## src/rtl/disp_pkg.sv

```systemverilog
// Shared types and constants for the seven-segment display scheduler.
// Provides the page encoding, the blank-digit code and the BCD digit type.
package disp_pkg;

  typedef logic [3:0] bcd_t;

  typedef enum logic [1:0] {
    SCORE = 2'd0,
    LINES = 2'd1,
    LEVEL = 2'd2,
    MSG   = 2'd3
  } page_e;

  // The segment driver renders any code 0xA-0xF as dark; 0xF is the chosen blank.
  localparam bcd_t BLANK_DIGIT = 4'hF;

  // Replace leading zero nibbles with BLANK_DIGIT; the units nibble always shows.
  function automatic logic [15:0] blank_leading(input logic [15:0] d);
    logic z3, z2, z1;
    z3 = (d[15:12] == 4'h0);
    z2 = z3 && (d[11:8] == 4'h0);
    z1 = z2 && (d[7:4] == 4'h0);
    return {z3 ? BLANK_DIGIT : bcd_t'(d[15:12]),
            z2 ? BLANK_DIGIT : bcd_t'(d[11:8]),
            z1 ? BLANK_DIGIT : bcd_t'(d[7:4]),
            bcd_t'(d[3:0])};
  endfunction

endpackage

```

## src/rtl/scan_prescaler.sv

```systemverilog
// Free-running digit-scan prescaler.
// Ports: clk, rst (sync, active-high) in; scan_tick out - one-cycle strobe in
// the cycle the internal count equals REFRESH_DIV-1 (first at post-reset cycle
// REFRESH_DIV-1). REFRESH_DIV must be >= 2.
module scan_prescaler #(
  parameter int unsigned REFRESH_DIV = 100000
) (
  input  logic clk,
  input  logic rst,
  output logic scan_tick
);

  localparam int unsigned CW = $clog2(REFRESH_DIV);

  logic [CW-1:0] count;

  // Strobe is registered one count early so it coincides with count == DIV-1.
  always_ff @(posedge clk) begin
    if (rst) begin
      count     <= '0;
      scan_tick <= 1'b0;
    end else begin
      if (count == CW'(REFRESH_DIV - 1)) count <= '0;
      else                               count <= count + CW'(1);
      scan_tick <= (count == CW'(REFRESH_DIV - 2));
    end
  end

endmodule

```

## src/rtl/display_scheduler.sv

```systemverilog
// Time-shares a 4-digit seven-segment display between score, lines and level
// counters plus a preemptive one-shot message channel.
// Ports: clk, rst (sync, active-high); score_bcd/lines_bcd/level_bcd [15:0]
// live BCD sources; msg_req/msg_digits message request and payload;
// msg_ack accept pulse (asserted combinationally in the accept cycle);
// scan_tick digit-scan strobe; digits [15:0] registered display bus;
// page [1:0] current page (0 SCORE, 1 LINES, 2 LEVEL, 3 MSG).
// Build option: DISP_LZB_EN enables leading-zero blanking on rotating pages.
module display_scheduler #(
  parameter int unsigned REFRESH_DIV = 100000,
  parameter int unsigned PAGE_TICKS  = 1024,
  parameter int unsigned MSG_TICKS   = 2048
) (
  input  logic        clk,
  input  logic        rst,
  input  logic [15:0] score_bcd,
  input  logic [15:0] lines_bcd,
  input  logic [15:0] level_bcd,
  input  logic        msg_req,
  input  logic [15:0] msg_digits,
  output logic        msg_ack,
  output logic        scan_tick,
  output logic [15:0] digits,
  output logic [1:0]  page
);
  import disp_pkg::*;

  localparam logic [1:0] ST_SCORE = SCORE;
  localparam logic [1:0] ST_LINES = LINES;
  localparam logic [1:0] ST_LEVEL = LEVEL;
  localparam logic [1:0] ST_MSG   = MSG;

  localparam int unsigned PTW = (PAGE_TICKS > 1) ? $clog2(PAGE_TICKS) : 1;
  localparam int unsigned MTW = (MSG_TICKS > 1) ? $clog2(MSG_TICKS) : 1;

  logic [1:0]     state, state_next;
  logic [1:0]     ret_page, ret_page_next;
  logic [PTW-1:0] page_timer, page_timer_next;
  logic [MTW-1:0] msg_timer, msg_timer_next;
  logic [15:0]    msg_latch, msg_latch_next;
  logic [15:0]    rot_src;
  logic [15:0]    digits_next;

  scan_prescaler #(.REFRESH_DIV(REFRESH_DIV)) u_prescaler (
    .clk       (clk),
    .rst       (rst),
    .scan_tick (scan_tick)
  );

  // Page state register plus timers and message latch.
  always_ff @(posedge clk) begin
    if (rst) begin
      state      <= ST_SCORE;
      ret_page   <= ST_SCORE;
      page_timer <= '0;
      msg_timer  <= '0;
      msg_latch  <= '0;
      digits     <= '0;
    end else begin
      state      <= state_next;
      ret_page   <= ret_page_next;
      page_timer <= page_timer_next;
      msg_timer  <= msg_timer_next;
      msg_latch  <= msg_latch_next;
      digits     <= digits_next;
    end
  end

  // Next-state: message accept preempts any page advance in the same cycle.
  always_comb begin
    state_next      = state;
    ret_page_next   = ret_page;
    page_timer_next = page_timer;
    msg_timer_next  = msg_timer;
    msg_latch_next  = msg_latch;
    msg_ack         = 1'b0;
    case (state)
      ST_MSG: begin
        if (scan_tick) begin
          if (msg_timer == MTW'(MSG_TICKS - 1)) begin
            state_next      = ret_page;
            page_timer_next = '0;
            msg_timer_next  = '0;
          end else begin
            msg_timer_next = msg_timer + MTW'(1);
          end
        end
      end
      default: begin
        if (msg_req && !rst) begin
          msg_ack        = 1'b1;
          msg_latch_next = msg_digits;
          ret_page_next  = state;
          state_next     = ST_MSG;
          msg_timer_next = '0;
        end else if (scan_tick) begin
          if (page_timer == PTW'(PAGE_TICKS - 1)) begin
            page_timer_next = '0;
            case (state)
              ST_SCORE: state_next = ST_LINES;
              ST_LINES: state_next = ST_LEVEL;
              default:  state_next = ST_SCORE;
            endcase
          end else begin
            page_timer_next = page_timer + PTW'(1);
          end
        end
      end
    endcase
  end

  // Display mux: live rotating sources, latched payload on the message page.
  always_comb begin
    rot_src = '0;
    case (state)
      ST_SCORE: rot_src = score_bcd;
      ST_LINES: rot_src = lines_bcd;
      ST_LEVEL: rot_src = level_bcd;
      default:  rot_src = '0;
    endcase
    if (state == ST_MSG) begin
      digits_next = msg_latch;
    end else begin
`ifdef DISP_LZB_EN
      digits_next = blank_leading(rot_src);
`else
      digits_next = rot_src;
`endif
    end
  end

  assign page = state;

endmodule

```

## config.mk

```make
export PLATFORM = sky130hd
export DESIGN_NAME = display_scheduler
export DESIGN_NICKNAME = d
export VERILOG_FILES = /design/src/rtl/disp_pkg.sv /design/src/rtl/scan_prescaler.sv /design/src/rtl/display_scheduler.sv
export SDC_FILE = /design/constraint.sdc
export NUM_CORES = 1
export LEC_CHECK = 0
export CAP_MARGIN = 20
export CORE_AREA = 4 4 87 89
export CTS_CLUSTER_DIAMETER = 150
export DETAILED_ROUTE_END_ITERATION = 12
export DIE_AREA = 0 0 91 93
export PLACE_DENSITY_LB_ADDON = 0.3
export SYNTH_ARGS = -nofsm -noshare
export SYNTH_HDL_FRONTEND = slang
export SYNTH_SLANG_ARGS = --single-unit
```

## constraint.sdc

```tcl
create_clock -name clk -period 4.05 [get_ports clk]
set_input_delay 0.6075 -clock clk [delete_from_list [all_inputs] [get_ports clk]]
set_output_delay 0.6075 -clock clk [all_outputs]
set_load 0.01 [all_outputs]
```

==> results of run 1 <==
## routing by layer
metal  wire, um  vias up  share of wire (%)  GRT usage [%]
met2       4315      119                 51          36.17
met4        222        0                2.6          9.548
met1       3435     1485                 40          25.00
li1           -     1551                  -              -
met5          0        -                  0              0
met3        559       20                6.6          5.632
## power by group through the flow
stage | Sequential [W] | Clock (W) | Combinational, W
4_1_cts | 0.000792 | 0.000659 | 0.000222
3_5_place_dp | 0.000809 | 0 | 0.000221
3_3_place_gp | 0.000807 | 0 | 0.000216
6_report | 0.000791 | 0.000643 | 0.000220
2_1_floorplan | 0.000809 | 0 | 0.000101
5_1_grt | 0.000795 | 0.000692 | 0.000238
## worst register-to-register path, delay by kind of cell, from the launching register on
| kind | cells | cell delay (ns) |
|---|---|---|
| simple gates | 3 | 1.22 |
| compound gates | 1 | 0.33 |
| flops | 1 | 0.70 |
## stage by stage
step / utilization (%) / cell area, um^2 / total power (W) / instances
after global placement: 65.69 / 4438 / 0.001024 / 533
after detailed placement: 65.69 / 4438 / 0.001030 / 533
final: 69.06 / 4666 / 0.001655 / 549
after global routing: 69.06 / 4666 / 0.001726 / 549
after CTS: 69.06 / 4666 / 0.001673 / 549
after floorplan: - / 3523 / 0.0009102 / 381
## worst max-delay path by stage
| stage | from | endpoint | slack, ns | depth (start not counted) |
|---|---|---|---|---|
| final | rst | msg_ack | 1.19 | 4 |
| after global routing | page[1]$_SDFFE_PP0P_ | msg_ack | 1.03 | 4 |
| after CTS | page[1]$_SDFFE_PP0P_ | msg_ack | 1.17 | 4 |
| after detailed placement | rst | msg_ack | 1.20 | 4 |
| after global placement | rst | msg_ack | 1.22 | 4 |
| after floorplan | msg_req | msg_ack | 2.05 | 4 |
## state kept, by name, indices dropped and copies added, names as in the netlist
register,cells
digits,16
msg_timer,11
page,2
msg_latch,16
u_prescaler.scan_tick,1
page_timer,10
ret_page,2
u_prescaler.count,17
## cell usage in the layout, fill, tap and decap left out, types with 2 or more instances in the layout
master | netlist | routed
nand3_1 | 15 | 15
xnor2_1 | 14 | 14
nor2_1 | 30 | 29
clkbuf_8 | 0 | 11
ha_1 | 4 | 4
mux4_2 | 16 | 16
clkdlybuf4s50_1 | 0 | 86
buf_4 | 0 | 5
or4_1 | 9 | 9
nor3_1 | 9 | 9
and4_1 | 5 | 5
bufinv_16 | 0 | 2
dfxtp_1 | 75 | 75
a21oi_1 | 10 | 10
nand3b_1 | 3 | 3
a22oi_1 | 3 | 3
a31oi_1 | 5 | 5
inv_1 | 11 | 11
nor2b_1 | 3 | 3
o32ai_1 | 2 | 2
nand2b_1 | 2 | 2
a211o_1 | 3 | 3
a32o_1 | 2 | 2
and2_1 | 18 | 18
nand2_1 | 50 | 50
nor4_1 | 7 | 7
mux2_2 | 2 | 2
and3_1 | 2 | 2
o31ai_1 | 4 | 4
nand4_1 | 10 | 10
o21ai_0 | 22 | 22
or3_1 | 7 | 7
or2_2 | 2 | 2
## cells by family after synthesis
logic type	Yosys count	share of synthesized area, %
xor gates and xnor gates	15	3.729
adders and majority gates	4	1.421
muxes	19	11.15
buffers and inverters	30	3.622
DFF	75	42.61
and+or+nand+nor	176	25.96
AOI/OAI and AO/OA	62	11.51
## final cells by class
class                           count  area [um^2]  share of cell area [%]
Multi-Input combinational cell    276         1897                   40.65
Sequential cell                    75         1501                   32.18
Timing Repair Buffer               91        898.4                   19.25
Clock buffer                       12        155.1                   3.325
Tap cell                           80        100.1                   2.145
Clock inverter                      4        72.57                   1.555
Inverter                           11        41.29                  0.8850
==> metrics.txt, run 1 <==
CP Class=primary input to output pin; startpoint types=primary input; Hold Startpoint=msg_latch[8]$_SDFFE_PP0P_; initial drt markers=around 180; Starting Density=between 50% and 60%; Final Hold Vio Count=0; Synth Warn #=0; EDFF count, synth=0; fmax=349.7 MHz; pwr dens=354.7 nW/um^2; setup slack after placement=1.196 ns; Least-Margin Pin Slew=0.6144 ns; CTS Buffer Depth=2; vias in the first global route=3,072; Post-Synthesis Cells=approximately 380; Post-synth ARST share=0%; Worst setup EP type=output pin; Synth area leaders=dfxtp_1 (43%), mux4_2 (10%), nand2_1 (5.3%), xnor2_1 (3.5%), and2_1 (3.2%); GR Overflow Total=0; CTS Root Cell=clkbuf_8; Resized Gates After CTS=0; syn_area_per_cell=9.248 um^2; Netlist cell types=between 50 and 60; Gate power share=a little over an eighth; number of max-cap violations=0; routability congestion estimate from global placement=0.9360; status=completed; worst slew margin relative to its limit=roughly three fifths; final period utilization=70.60%; initial antenna violation count=0; Switching Fraction=between 20% and 30%; RSZ-0062 raised after global routing=no; internal power=around 0.0013 W; post-CTS setup buffers=0; CTS buffer count=9; NetSw=about 0.00036 W; die width=roughly 91 um; final net count=around 540; Die Y=roughly 93 um; clk sinks=75; Vias=around 3,200; vias per inst=around 5.8; clock latency on the worst-skew pair=roughly 0.34 ns; Arr. time, crit path=between 2 and 2.5 ns; Reg clk slew, reported paths=~0.070 ns; Leak=approximately 1.6 nW; Hold WS=about 0.46 ns; Post-CTS Hold Fix Bufs=0; setup_tns=0 ns; fraction of layout cells with a size suffix above 1=9.595%; drt drc=0; DPL Wire Length=6.253 mm; GRT Util Overall=between 20% and 30%; CP Data Required Time=roughly 3.4 ns; row count=30; cell taking the most area after synthesis=dfxtp_1; die area=between 8000 and 9000 um^2; Area Overhead vs Synth=32.42%; count leader, synth=dfxtp_1; num ports=87; CP max stage cell=clkdlybuf4s50_1; most used cell along the critical path=clkdlybuf4s50_1; Buf/Inv on CP=2; post-synthesis sequential area ratio=approximately 43%; Reg-to-Reg Start=page[1]$_SDFFE_PP0P_; Core Box Area=roughly 6800 um^2; Synth top cells by count=dfxtp_1 (75), nand2_1 (50), nor2_1 (30); WL per Instance=15.54 um; DR pass1 iterations=5; worst setup slack after layout=1.191 ns; syn_nets=452; I/O Buffers=86; ys flop type=dfxtp_1; Antenna Nets Post-Route=0; hold path cells=2; largest net degree at the start of global routing=33; Layout fillers=roughly 550; Clk pwr share=about two fifths; peak per-stage delay on the critical path=a little over 0.6 ns; antenna cells=0; max-slew violation count=0; delay-heaviest family, CP=buffers and inverters; worst hold endpoint=msg_latch[8]$_SDFFE_PP0P_; WL final=8.532 mm; Sequential Power Share=47.8%; Reg2Reg Depth=4; clk_skew=roughly 0.015 ns; fin crit period=~2.9 ns; RR Endpoint=page_timer[2]$_SDFFE_PP0P_; Synth top area share=42.61%; CP Max Fanout=11; # setup viols final=0; H-tree depth=3; #FFs+latches synth=75; flop-to-flop setup slack=1.69 ns; CTS tree=done; worst vdd ir=0.2250 mV; synthesized area=between 3000 and 4000 um^2; CP Cell Sequence=clkdlybuf4s50_1 > nand2b_1 > nor2_2 > clkdlybuf4s50_1; first-pass GRT wire length=roughly 14 mm; type of the tightest min-delay check=flip-flop to flip-flop
Power figures use the tool's default switching activity.
==> inputs of run 2 (changes only) <==
--- a/config.mk
+++ b/config.mk
@@ -6,10 +6,10 @@
 export NUM_CORES = 1
 export LEC_CHECK = 0
 export CAP_MARGIN = 20
-export CORE_AREA = 4 4 87 89
+export CORE_AREA = 4 4 90 92
 export CTS_CLUSTER_DIAMETER = 150
 export DETAILED_ROUTE_END_ITERATION = 12
-export DIE_AREA = 0 0 91 93
+export DIE_AREA = 0 0 94 96
 export PLACE_DENSITY_LB_ADDON = 0.3
 export SYNTH_ARGS = -nofsm -noshare
 export SYNTH_HDL_FRONTEND = slang
==> constraint.sdc (replaced) <==
create_clock -name clk -period 2.93 [get_ports clk]
set_input_delay 0.4395 -clock clk [delete_from_list [all_inputs] [get_ports clk]]
set_output_delay 0.4395 -clock clk [all_outputs]
set_load 0.01 [all_outputs]
==> run 2 against run 1 <==
Compared with the run above: power is 38% higher; sequential share of layout area is 0.30 points lower; design area is 0.94% higher; clock power is 37% higher; setup slack worse by 0.76 ns; highest routed layer unchanged; critical path type unchanged; critical path depth stayed put.
==> metrics.txt, run 2 (same netlist as run 1, synthesis figures left out) <==
status=completed; Total Power=~0.0023 W; CP max stage cell=clkdlybuf4s50_1; Post-CTS Hold Fix Bufs=0; Vias=3,121; CTS buffer count=9; Die Y=~96 um; vias per inst=between 5 and 6; DR pass1 iterations=4; initial antenna violation count=0; die width=94 um; CTS tree=done; final period utilization=between 80 and 90%; H-tree depth=3; Least-Margin Pin Slew=approximately 0.64 ns; vias in the first global route=~3,100; clock latency on the worst-skew pair=between 0.3 and 0.4 ns; pwr dens=around 480 nW/um^2; setup_tns=0 ns; Final Hold Vio Count=0; Reg clk slew, reported paths=roughly 0.070 ns; Largest register FFs=17; CTS Root Cell=clkbuf_8; WL final=around 8.6 mm; CP Max Fanout=9; initial drt markers=215; fmax=400.4 MHz; CTS Buffer Depth=2; flop-to-flop setup slack=around 0.75 ns; CP Class=primary input to output pin; num ports=87; Area Overhead vs Synth=33.66%; I/O Buffers=86; max-slew violation count=0; die area=around 9000 um^2; Core Box Area=just over 7000 um^2; fin crit period=2.497 ns; worst vdd ir=0.2415 mV; Resized Gates After CTS=0; Multi-input gate area=between 1500 and 2000 um^2; most frequent cells in the layout=clkdlybuf4s50_1 (86), dfxtp_1 (75), nand2_1 (50); CP Cell Sequence=clkdlybuf4s50_1 > nand2b_1 > nor2_2 > clkdlybuf4s50_1; number of max-cap violations=0; most flop-heavy register=u_prescaler.count; Layout fillers=between 600 and 700; startpoint types=primary input; first-pass GRT wire length=~14 mm; CP Data Required Time=between 2 and 2.5 ns; peak per-stage delay on the critical path=~0.63 ns; GRT Util Overall=20.07%; Starting Density=between 40% and 50%; commonest non-fill, non-tap cell in the layout=clkdlybuf4s50_1; largest net degree at the start of global routing=33; clk sinks=between 70 and 80; worst slew margin relative to its limit=a little under three fifths; DPL Wire Length=~6.4 mm; most used cell along the critical path=clkdlybuf4s50_1; post-CTS setup buffers=0; fraction of layout cells with a size suffix above 1=between 10% and 20%; antenna cells=0; Antenna Nets Post-Route=0; drt drc=0; type of the tightest min-delay check=flip-flop to flip-flop; Leak=1.599 nW; # setup viols final=0; Reg area=between 1500 and 2000 um^2; Arr. time, crit path=2.06 ns; clk_skew=0.01102 ns; row count=31; RSZ-0062 raised after global routing=no; Regs by FF count=u_prescaler.count (17), digits (16), msg_latch (16); GR Overflow Total=0; Worst setup EP type=output pin; WL per Instance=between 15 and 20 um; final net count=approximately 540; routability congestion estimate from global placement=between 0.8 and 0.9
## run 2: layout make-up
type	count	share of cell area (%)
Timing Repair Buffer	94	19.55
Multi-Input combinational cell	276	40.28
Clock buffer	11	3.215
Sequential cell	75	31.88
Inverter	11	0.8767
Clock inverter	4	1.567
Tap cell	99	2.630
## run 2: routing by layer
metal	routed length (um)	vias up	track usage [%]
met2	4499	62	36.25
met1	3598	1487	23.34
met5	0	-	0
met3	332	14	3.753
li1	-	1558	-
met4	191	0	8.303
## run 2: power by group
| group | internal, W | switching [W] | total [W] | leakage (nW) |
|---|---|---|---|---|
| sequential | 0.00107 | 0.0000267 | 0.00109 | 0.614 |
| combinational | 0.000195 | 0.000112 | 0.000307 | 0.870 |
| clock | 0.000522 | 0.000357 | 0.000878 | 0.115 |
| total | 0.00178 | 0.000495 | 0.00228 | 1.60 |
## run 2: metrics by stage
stage          instances  area [um^2]  worst slack [ns]  hold WS, ns  utilization (%)
6_report             570         4710            0.4326       0.4620            65.28
5_1_grt              570         4710            0.4116       0.4941            65.28
4_1_cts              570         4710            0.4481       0.4629            65.28
3_5_place_dp         555         4484            0.4620       0.4512            62.16
3_3_place_gp         555         4484            0.4956       0.4436            62.16
2_1_floorplan        381         3523            0.9878       0.4328                -
## run 2: worst paths after layout
| check | start | end | depth (start not counted) |
|---|---|---|---|
| worst max-delay path | msg_req | msg_ack | 4 |
| worst max register to register | page[1]$_SDFFE_PP0P_ | page_timer[2]$_SDFFE_PP0P_ | 4 |
| worst min register to register | msg_latch[2]$_SDFFE_PP0P_ | msg_latch[2]$_SDFFE_PP0P_ | 2 |
| worst min-delay path | msg_latch[2]$_SDFFE_PP0P_ | msg_latch[2]$_SDFFE_PP0P_ | 2 |
## run 2: critical path: cells and delay by family
family | cells | cell delay [ns]
and+or+nand+nor | 2 | 0.39
buffers and inverters | 2 | 1.22
==> inputs of run 3 (changes only) <==
--- a/config.mk
+++ b/config.mk
@@ -11,6 +11,8 @@
 export DETAILED_ROUTE_END_ITERATION = 12
 export DIE_AREA = 0 0 94 96
 export PLACE_DENSITY_LB_ADDON = 0.3
+export SKIP_CTS_REPAIR_TIMING = 1
 export SYNTH_ARGS = -nofsm -noshare
 export SYNTH_HDL_FRONTEND = slang
 export SYNTH_SLANG_ARGS = --single-unit
+export TNS_END_PERCENT = 100
==> results of run 3 <==
Same layout as run 2: the final DEF is identical, and so are final timing and power.
